<file path="src/rtl/rsa256_pkg.sv">
// rtl/rsa256_pkg.sv - UART register map, status bits and host FSM states for the RSA256 host controller
package rsa256_pkg;

  localparam logic [4:0] UART_RX_ADDR     = 5'd0;
  localparam logic [4:0] UART_TX_ADDR     = 5'd4;
  localparam logic [4:0] UART_STATUS_ADDR = 5'd8;

  localparam int RX_OK_BIT = 7;
  localparam int TX_OK_BIT = 6;

  typedef enum logic [2:0] {
    RX_POLL,
    RX_READ,
    START,
    WAIT,
    TX_POLL,
    TX_WRITE
  } host_state_t;

endpackage

</file>
<file path="src/rtl/rsa256_avm_access.sv">
// rtl/rsa256_avm_access.sv - single Avalon-MM read/write with waitrequest hold and done pulse
module rsa256_avm_access
  import rsa256_pkg::*;
(
  input  logic        i_clk,
  input  logic        i_rst_n,
  input  logic        go,
  input  logic        go_write,
  input  logic [4:0]  go_address,
  input  logic [7:0]  go_wdata,
  output logic [4:0]  avm_address,
  output logic        avm_read,
  output logic        avm_write,
  output logic [31:0] avm_writedata,
  input  logic [31:0] avm_readdata,
  input  logic        avm_waitrequest,
  output logic        done,
  output logic [31:0] rdata
);

  // A request is only launched from idle, so every completed transfer is
  // followed by at least one cycle with both strobes low.
  always_ff @(posedge i_clk) begin
    if (!i_rst_n) begin
      avm_read      <= 1'b0;
      avm_write     <= 1'b0;
      avm_address   <= UART_STATUS_ADDR;
      avm_writedata <= '0;
    end else if (avm_read || avm_write) begin
      if (!avm_waitrequest) begin
        avm_read  <= 1'b0;
        avm_write <= 1'b0;
      end
    end else if (go) begin
      avm_read      <= !go_write;
      avm_write     <= go_write;
      avm_address   <= go_address;
      avm_writedata <= {24'h0, go_wdata};
    end
  end

  assign done  = (avm_read || avm_write) && !avm_waitrequest;
  assign rdata = avm_readdata;

endmodule

</file>
<file path="src/rtl/rsa256_host_ctrl.sv">
// rtl/rsa256_host_ctrl.sv - loads key/data words from the UART, runs the RSA256 core, returns result bytes
module rsa256_host_ctrl
  import rsa256_pkg::*;
#(
  parameter int W         = 256,
  parameter int OUT_BYTES = 31
) (
  input  logic          i_clk,
  input  logic          i_rst_n,
  output logic [4:0]    avm_address,
  output logic          avm_read,
  input  logic [31:0]   avm_readdata,
  output logic          avm_write,
  output logic [31:0]   avm_writedata,
  input  logic          avm_waitrequest,
  output logic          o_core_start,
  output logic [W-1:0]  o_core_x,
  output logic [W-1:0]  o_core_y,
  input  logic [W-1:0]  i_core_x,
  input  logic          i_core_finished
);

  localparam int NBYTES = W / 8;
  localparam int CW     = (NBYTES > 1) ? $clog2(NBYTES) : 1;
  localparam logic [CW-1:0] LAST_RX = CW'(NBYTES - 1);
  localparam logic [CW-1:0] LAST_TX = CW'(OUT_BYTES - 1);

  host_state_t   state, next_state;
  logic [CW-1:0] cnt;
  logic          key_loaded;
  logic [W-1:0]  res_q;
  logic          acc_go, acc_write, acc_done;
  logic [4:0]    acc_address;
  logic [31:0]   acc_rdata;
  logic          unused_bits;

  assign unused_bits = ^{acc_rdata[31:8], res_q};

  rsa256_avm_access u_access (
    .i_clk           (i_clk),
    .i_rst_n         (i_rst_n),
    .go              (acc_go),
    .go_write        (acc_write),
    .go_address      (acc_address),
    .go_wdata        (res_q[8*OUT_BYTES-1 -: 8]),
    .avm_address     (avm_address),
    .avm_read        (avm_read),
    .avm_write       (avm_write),
    .avm_writedata   (avm_writedata),
    .avm_readdata    (avm_readdata),
    .avm_waitrequest (avm_waitrequest),
    .done            (acc_done),
    .rdata           (acc_rdata)
  );

  always_ff @(posedge i_clk) begin
    if (!i_rst_n) state <= RX_POLL;
    else          state <= next_state;
  end

  // The access request follows next_state so the STATUS poll after
  // `finished` is already on the bus in the following cycle.
  always_comb begin
    next_state   = state;
    o_core_start = 1'b0;
    case (state)
      RX_POLL:  if (acc_done && acc_rdata[RX_OK_BIT]) next_state = RX_READ;
      RX_READ:  if (acc_done) next_state = (cnt == LAST_RX && key_loaded) ? START : RX_POLL;
      START: begin
        o_core_start = 1'b1;
        next_state   = WAIT;
      end
      WAIT:     if (i_core_finished) next_state = TX_POLL;
      TX_POLL:  if (acc_done && acc_rdata[TX_OK_BIT]) next_state = TX_WRITE;
      TX_WRITE: if (acc_done) next_state = (cnt == LAST_TX) ? RX_POLL : TX_POLL;
      default:  next_state = RX_POLL;
    endcase

    acc_go      = 1'b1;
    acc_write   = 1'b0;
    acc_address = UART_STATUS_ADDR;
    case (next_state)
      RX_READ:  acc_address = UART_RX_ADDR;
      TX_WRITE: begin
        acc_write   = 1'b1;
        acc_address = UART_TX_ADDR;
      end
      START, WAIT: acc_go = 1'b0;
      default: ;
    endcase
  end

  always_ff @(posedge i_clk) begin
    if (!i_rst_n) begin
      cnt        <= '0;
      key_loaded <= 1'b0;
      o_core_x   <= '0;
      o_core_y   <= '0;
      res_q      <= '0;
    end else begin
      case (state)
        RX_READ: if (acc_done) begin
          if (key_loaded) o_core_x <= {o_core_x[W-9:0], acc_rdata[7:0]};
          else            o_core_y <= {o_core_y[W-9:0], acc_rdata[7:0]};
          if (cnt == LAST_RX) begin
            cnt        <= '0;
            key_loaded <= 1'b1;
          end else begin
            cnt <= cnt + CW'(1);
          end
        end
        WAIT: if (i_core_finished) begin
          res_q <= i_core_x;
          cnt   <= '0;
        end
        TX_WRITE: if (acc_done) begin
          res_q <= {res_q[W-9:0], 8'h00};
          cnt   <= (cnt == LAST_TX) ? '0 : cnt + CW'(1);
        end
        default: ;
      endcase
    end
  end

endmodule

</file>
<file path="config.mk">
export PLATFORM = sky130hd
export DESIGN_NAME = rsa256_host_ctrl
export DESIGN_NICKNAME = d
export VERILOG_FILES = /design/src/rtl/rsa256_pkg.sv /design/src/rtl/rsa256_avm_access.sv /design/src/rtl/rsa256_host_ctrl.sv
export SDC_FILE = /design/constraint.sdc
export NUM_CORES = 2
export LEC_CHECK = 0
export ABC_CLOCK_PERIOD_IN_PS = 3100
export CAP_MARGIN = 15
export CORE_AREA = 2 2 331 333
export CTS_BUF_LIST = sky130_fd_sc_hd__clkbuf_16
export DETAILED_ROUTE_END_ITERATION = 8
export DIE_AREA = 0 0 333 335
export HOLD_SLACK_MARGIN = 0.03
export RECOVER_POWER = 25
export SLEW_MARGIN = 20
export SYNTH_ARGS = -nofsm -noshare
export SYNTH_HDL_FRONTEND = slang
export SYNTH_SLANG_ARGS = --single-unit
</file>
<file path="constraint.sdc">
create_clock -name i_clk -period 3.1 [get_ports i_clk]
set_input_delay 0.465 -clock i_clk [delete_from_list [all_inputs] [get_ports i_clk]]
set_output_delay 0.465 -clock i_clk [all_outputs]
set_load 0.02 [all_outputs]
</file>
### After elaboration in Yosys (flattened, before gate mapping)

Cells that the tools add are included.
Widths: inputs -> output; s select.

* register bits after elaboration: 784
* input bits: 292
* output and inout port bits: 552
* word-level logic and storage cells: 73

* add/sub/neg operators: 1
* eq/ne operators: 16
* mux-type cells: 25
* bitwise logic cells: 3
* reductions and logical operators: 18

Operators with widths (count)
* $mux 248: 2
* $pmux 248 s2: 1
* $mux 5: 5
* $mux 3: 6
* $pmux 3 s6: 1
* $pmux 5 s3: 1
* $eq 3x2->1 const B: 4
* $reduce_and 3->1: 4
* $eq 5x5->1 const B: 2
* $eq 3x3->1 const B: 3
* $ne 2x2->1 const B: 4
* $pmux 4 s2: 1
* $mux 1: 7
* $eq 3x1->1 const B: 2
* $add 5x1->5 const B: 1
* $logic_and 1x1->1: 4
* $reduce_and 2->1: 2
* $reduce_and 4->1: 1
* $logic_not 3->1: 1
* $not 1->1: 3
* $reduce_bool 3->1: 1
* $logic_not 1->1: 2
* $mux 2: 1
* $ne 2x1->1 const B: 1
* 3 further kinds: 3

### Longest topological paths before layout

* depth in word-level cells: 10
* depth in mapped cells: 8
* depth with buffers taken out: 7

### By module

From an unflattened synthesis, not the netlist that was laid out.

* cells, all modules: 3786
* area total of the unflattened synthesis: 32089.5 µm²

Modules (own cells, without submodules)
* rsa256_host_ctrl: times used 1, cells an instance 3662, area an instance 31037.3 µm², sequential area each 15394.8 µm²
* rsa256_avm_access: times used 1, cells an instance 124, area an instance 1052.3 µm², sequential area each 300.3 µm²

### Least setup slack after synthesis

OpenSTA, ideal clock, no wires.

* kind: input -> register
* from: input port avm_waitrequest
* to: register o_core_y[135]
* setup time: 0.122 ns
* arrival time: 1.745 ns
* required time: 2.978 ns
* path slack: 1.233 ns
* stages: 7
* path buffers: 3
* cells stage by stage: o21bai_2 -> or4_1 -> clkbuf_1 -> buf_4 -> buf_2 -> nand2_1 -> a21boi_0

* longest elaborated chain between the ends: 3

Ends and longest elaborated chain
* start: declaration: RTL line rsa256_host_ctrl.sv:15 `input logic avm_waitrequest,`
* $logic_not 1->1
* $logic_and 1x1->1: RTL line rsa256_avm_access.sv:42 `assign done = (avm_read || avm_write) && !avm_waitrequest;`
* $reduce_and 3->1 (no source line)
* end signal: assignment: RTL line rsa256_host_ctrl.sv:104 `else o_core_y <= {o_core_y[W-9:0], acc_rdata[7:0]};`
* end: declaration: RTL line rsa256_host_ctrl.sv:18 `output logic [W-1:0] o_core_y,`

No other way between the ends.
A chain may end at the register's enable or synchronous reset.

### Worst setup path after layout

* from: register state[0]
* to: output port o_core_start

* longest elaborated chain between the ends: 2

Ends and longest elaborated chain
* start: declaration: RTL line rsa256_host_ctrl.sv:28 `host_state_t state, next_state;`
* start signal: assignment: RTL line rsa256_host_ctrl.sv:58 `else state <= next_state;`
* $eq 3x2->1: RTL line rsa256_host_ctrl.sv:66 `case (state)`
* $mux 1: RTL line rsa256_host_ctrl.sv:66
* end: declaration: RTL line rsa256_host_ctrl.sv:16 `output logic o_core_start,`

No other way between the ends.

==> impl_metrics.toml <==
[run_status]
outcome = "complete, no violations"

[worst_setup_path]
crit_path_end_kind = "output port"
reg2reg_from = "state[1]"
crit_type = "flip-flop to output port"
critPathMaxStageDelay_ns = 0.64
r2r_cells = 6
cp.required_ns = 2.63
cp_num_buf_inv = 2
reg2reg_slack_ns = 0.22
regToRegEndpoint = "res_q[169]"
start_kind = "flip-flop"
critPathTopFamily = "buffers and inverters"
critPathMaxFanout = 31
cp_data_arrival_time_ns = 2.42
path_cells = "inv_1 -> and2_1 -> clkdlybuf4s50_1"
slowest_stage = "clkdlybuf4s50_1"

[flow_run]
cap_violations = 0

[global_route]
grt_usage_pct = 17.8
overflow = 0
grtUsageMet2_pct = 29.8
grt_first_pass_wirelength_um = 155000
grt_pass1_vias = 25400
antenna_found_initial = 27
grt_max_degree = 178
grt-busiest-layer = "met2"
grtUsageMet3_pct = 5.72
grt_util_met1_pct = 21.2

[synthesis]
synth_top_area_cell = "dfxtp_1"
netlist_instances = 3496
synth_area_leaders = "dfxtp_1 49%, nand2_1 12%, a21boi_1 9.3%"
yosys_register_bits = 781
synthFlopType = "dfxtp_1"
synth_cell_types = 45
yosysSeqAreaShare_pct = 48.9
avgSynthCellArea_um2 = 9.14
ys_warn_count = 0
netlist_area_um2 = 32000
synthArstFlopShare_pct = 0
synth_top_area_share_pct = 48.9
synth_edf_count = 0

[sta]
fin_crit_ns = 2.88
slew_viol_final = 0
slew_headroom_pct = 26.9
setup_viol = 0
finalSetupTns_ns = 0
finalHoldViolCount = 0
fmax_mhz = 347
timing.final.ws_setup_ns = 0.217
fin_skew_ns = 0.0234
fin_crit_sh_pct = 93.0
grt_setup_unrepaired = "false"
tightest_slew_ns = 1.10
holdWs_ns = 0.321

[route]
post_drt_wl_per_cell_um = 18.6
first_pass_iters = 7
num_vias = 27100
routed_wl_um = 105000
ant_nets = 0
drc = 0
drt_iter0_markers = 1847
post_drt_via_cell_ratio = 4.80

[hold_path]
hold_end = "o_core_y[129]"
hold_start = "i_rst_n"
hold_depth = 2
hp-class = "input port to flip-flop"

[layout]
drive_above_1_share_pct = 4.71
fill_cells = 10800
final_core_util_pct = 40.3
layout_common_cells = "1042 x nand2_1, 780 x dfxtp_1, 502 x clkdlybuf4s50_1"
mostFrequentLayoutCell = "nand2_1"
nNetsFinal = 4433
area_growth_pct = 36.5
postLayoutCellArea_um2 = 43600

[floorplanning]
ios = 844
die_area_um2 = 112000
num_rows = 121
core-area_um2 = 108000
die_x_um = 333
start_util_pct = 29.6
die_y_um = 335

[placement]
place.gp.congestion = 0.824
place_ws_ns = 0.238
port_buffers = 784
hpwl_um = 74500
dpl-instance-area_um2 = 40900

[clocking]
ctsHoldBuffers = 0
cts_tree = "built"
cts_max_level = 3
cts_setup_buffers = 0
cts_inserted_buffers = 90
worst_skew_pair.late_latency_ns = 0.66
ctsRootBufferMaster = "clkbuf_16"
clkTransAtPathRegs_ns = 0.06
cts.repair.resized = 0
clock_path_buffers = 3
cts_num_sinks = 781

[power_and_ir_drop]
p_leak_nw = 20.2
p_per_area_nw_per_um2 = 479
ir_worst_vdd_mv = 0.376
-- per-stage QoR --
| stage | instances | power [mW] |
|---|---|---|
| after floorplan | 3522 | 10.7 |
| after global placement | 5460 | 11.2 |
| after detailed placement | 5460 | 11.2 |
| after CTS | 5621 | 21.2 |
| after global routing | 5625 | 21.6 |
| final | 5630 | 20.9 |
-- layout make-up --
| type | instances | area [um2] | area share (%) |
|---|---|---|---|
| clock buffer | 92 | 2300 | 5.28 |
| inverter | 4 | 15.0 | 0.0344 |
| tap | 1414 | 1770 | 4.06 |
| clock inverter | 69 | 428 | 0.981 |
| antenna | 9 | 22.5 | 0.0516 |
| multi-input combinational | 2397 | 14600 | 33.5 |
| sequential | 781 | 15600 | 35.9 |
| timing repair buffer | 864 | 8850 | 20.3 |
-- synthesized netlist by cell type, types with 2 or more instances --
master	count
nand2b_1	3
o211a_1	240
buf_1	11
clkbuf_1	117
buf_6	31
nor2b_1	11
or4b_1	2
mux2i_1	248
a21boi_0	130
nand2_1	1042
o211ai_1	5
o21ba_2	2
or3_1	2
buf_4	33
nor2_1	4
o21ai_0	10
o2111ai_1	3
dfxtp_1	781
a21oi_1	4
and2_1	2
ha_1	3
a21boi_1	396
buf_2	148
inv_1	4
nand3_1	244
-- layer usage --
metal / wire [um] / vias up
met1: 43400 / 12900
met4: 3190 / 40
met3: 7890 / 193
li1: - / 13200
met5: 272 / -
met2: 50100 / 748
-- where the power goes --
group	internal [mW]	switching [mW]
Clock	5.67	4.30
Sequential	10.0	0.00863
Combinational	0.480	0.396
Total	16.2	4.70
-- logic make-up (layout without fill, tap and decap cells) --
| group | Yosys count | count (layout) | synth area share [%] |
|---|---|---|---|
| AOI/OAI and AO/OA | 798 | 798 | 20.6 |
| adders and majority gates | 3 | 3 | 0.117 |
| buffers and inverters | 344 | 1029 | 5.74 |
| DFF | 781 | 781 | 48.9 |
| muxes | 248 | 248 | 7.77 |
| other | 1 | 36 | 0.0117 |
| and+or+nand+nor | 1321 | 1321 | 16.8 |
-- registers in the layout, summed over array words and instances, names as in the netlist --
name                    count
o_core_y                  256
key_loaded                  1
res_q                     248
u_access.avm_address        2
state                       3
u_access.avm_write          1
u_access.avm_writedata      8
o_core_x                  256
u_access.avm_read           1
cnt                         5
-- how the worst max path moves through the flow --
stage,startpoint,to,cells past startpoint
2_1_floorplan,avm_waitrequest,o_core_y[135],7
3_3_place_gp,avm_waitrequest,res_q[43],6
3_5_place_dp,avm_waitrequest,res_q[51],6
4_1_cts,state[0],o_core_start,3
5_1_grt,state[1],res_q[41],6
6_report,state[0],o_core_start,3
Note: power is estimated with default switching activity, not from simulation.
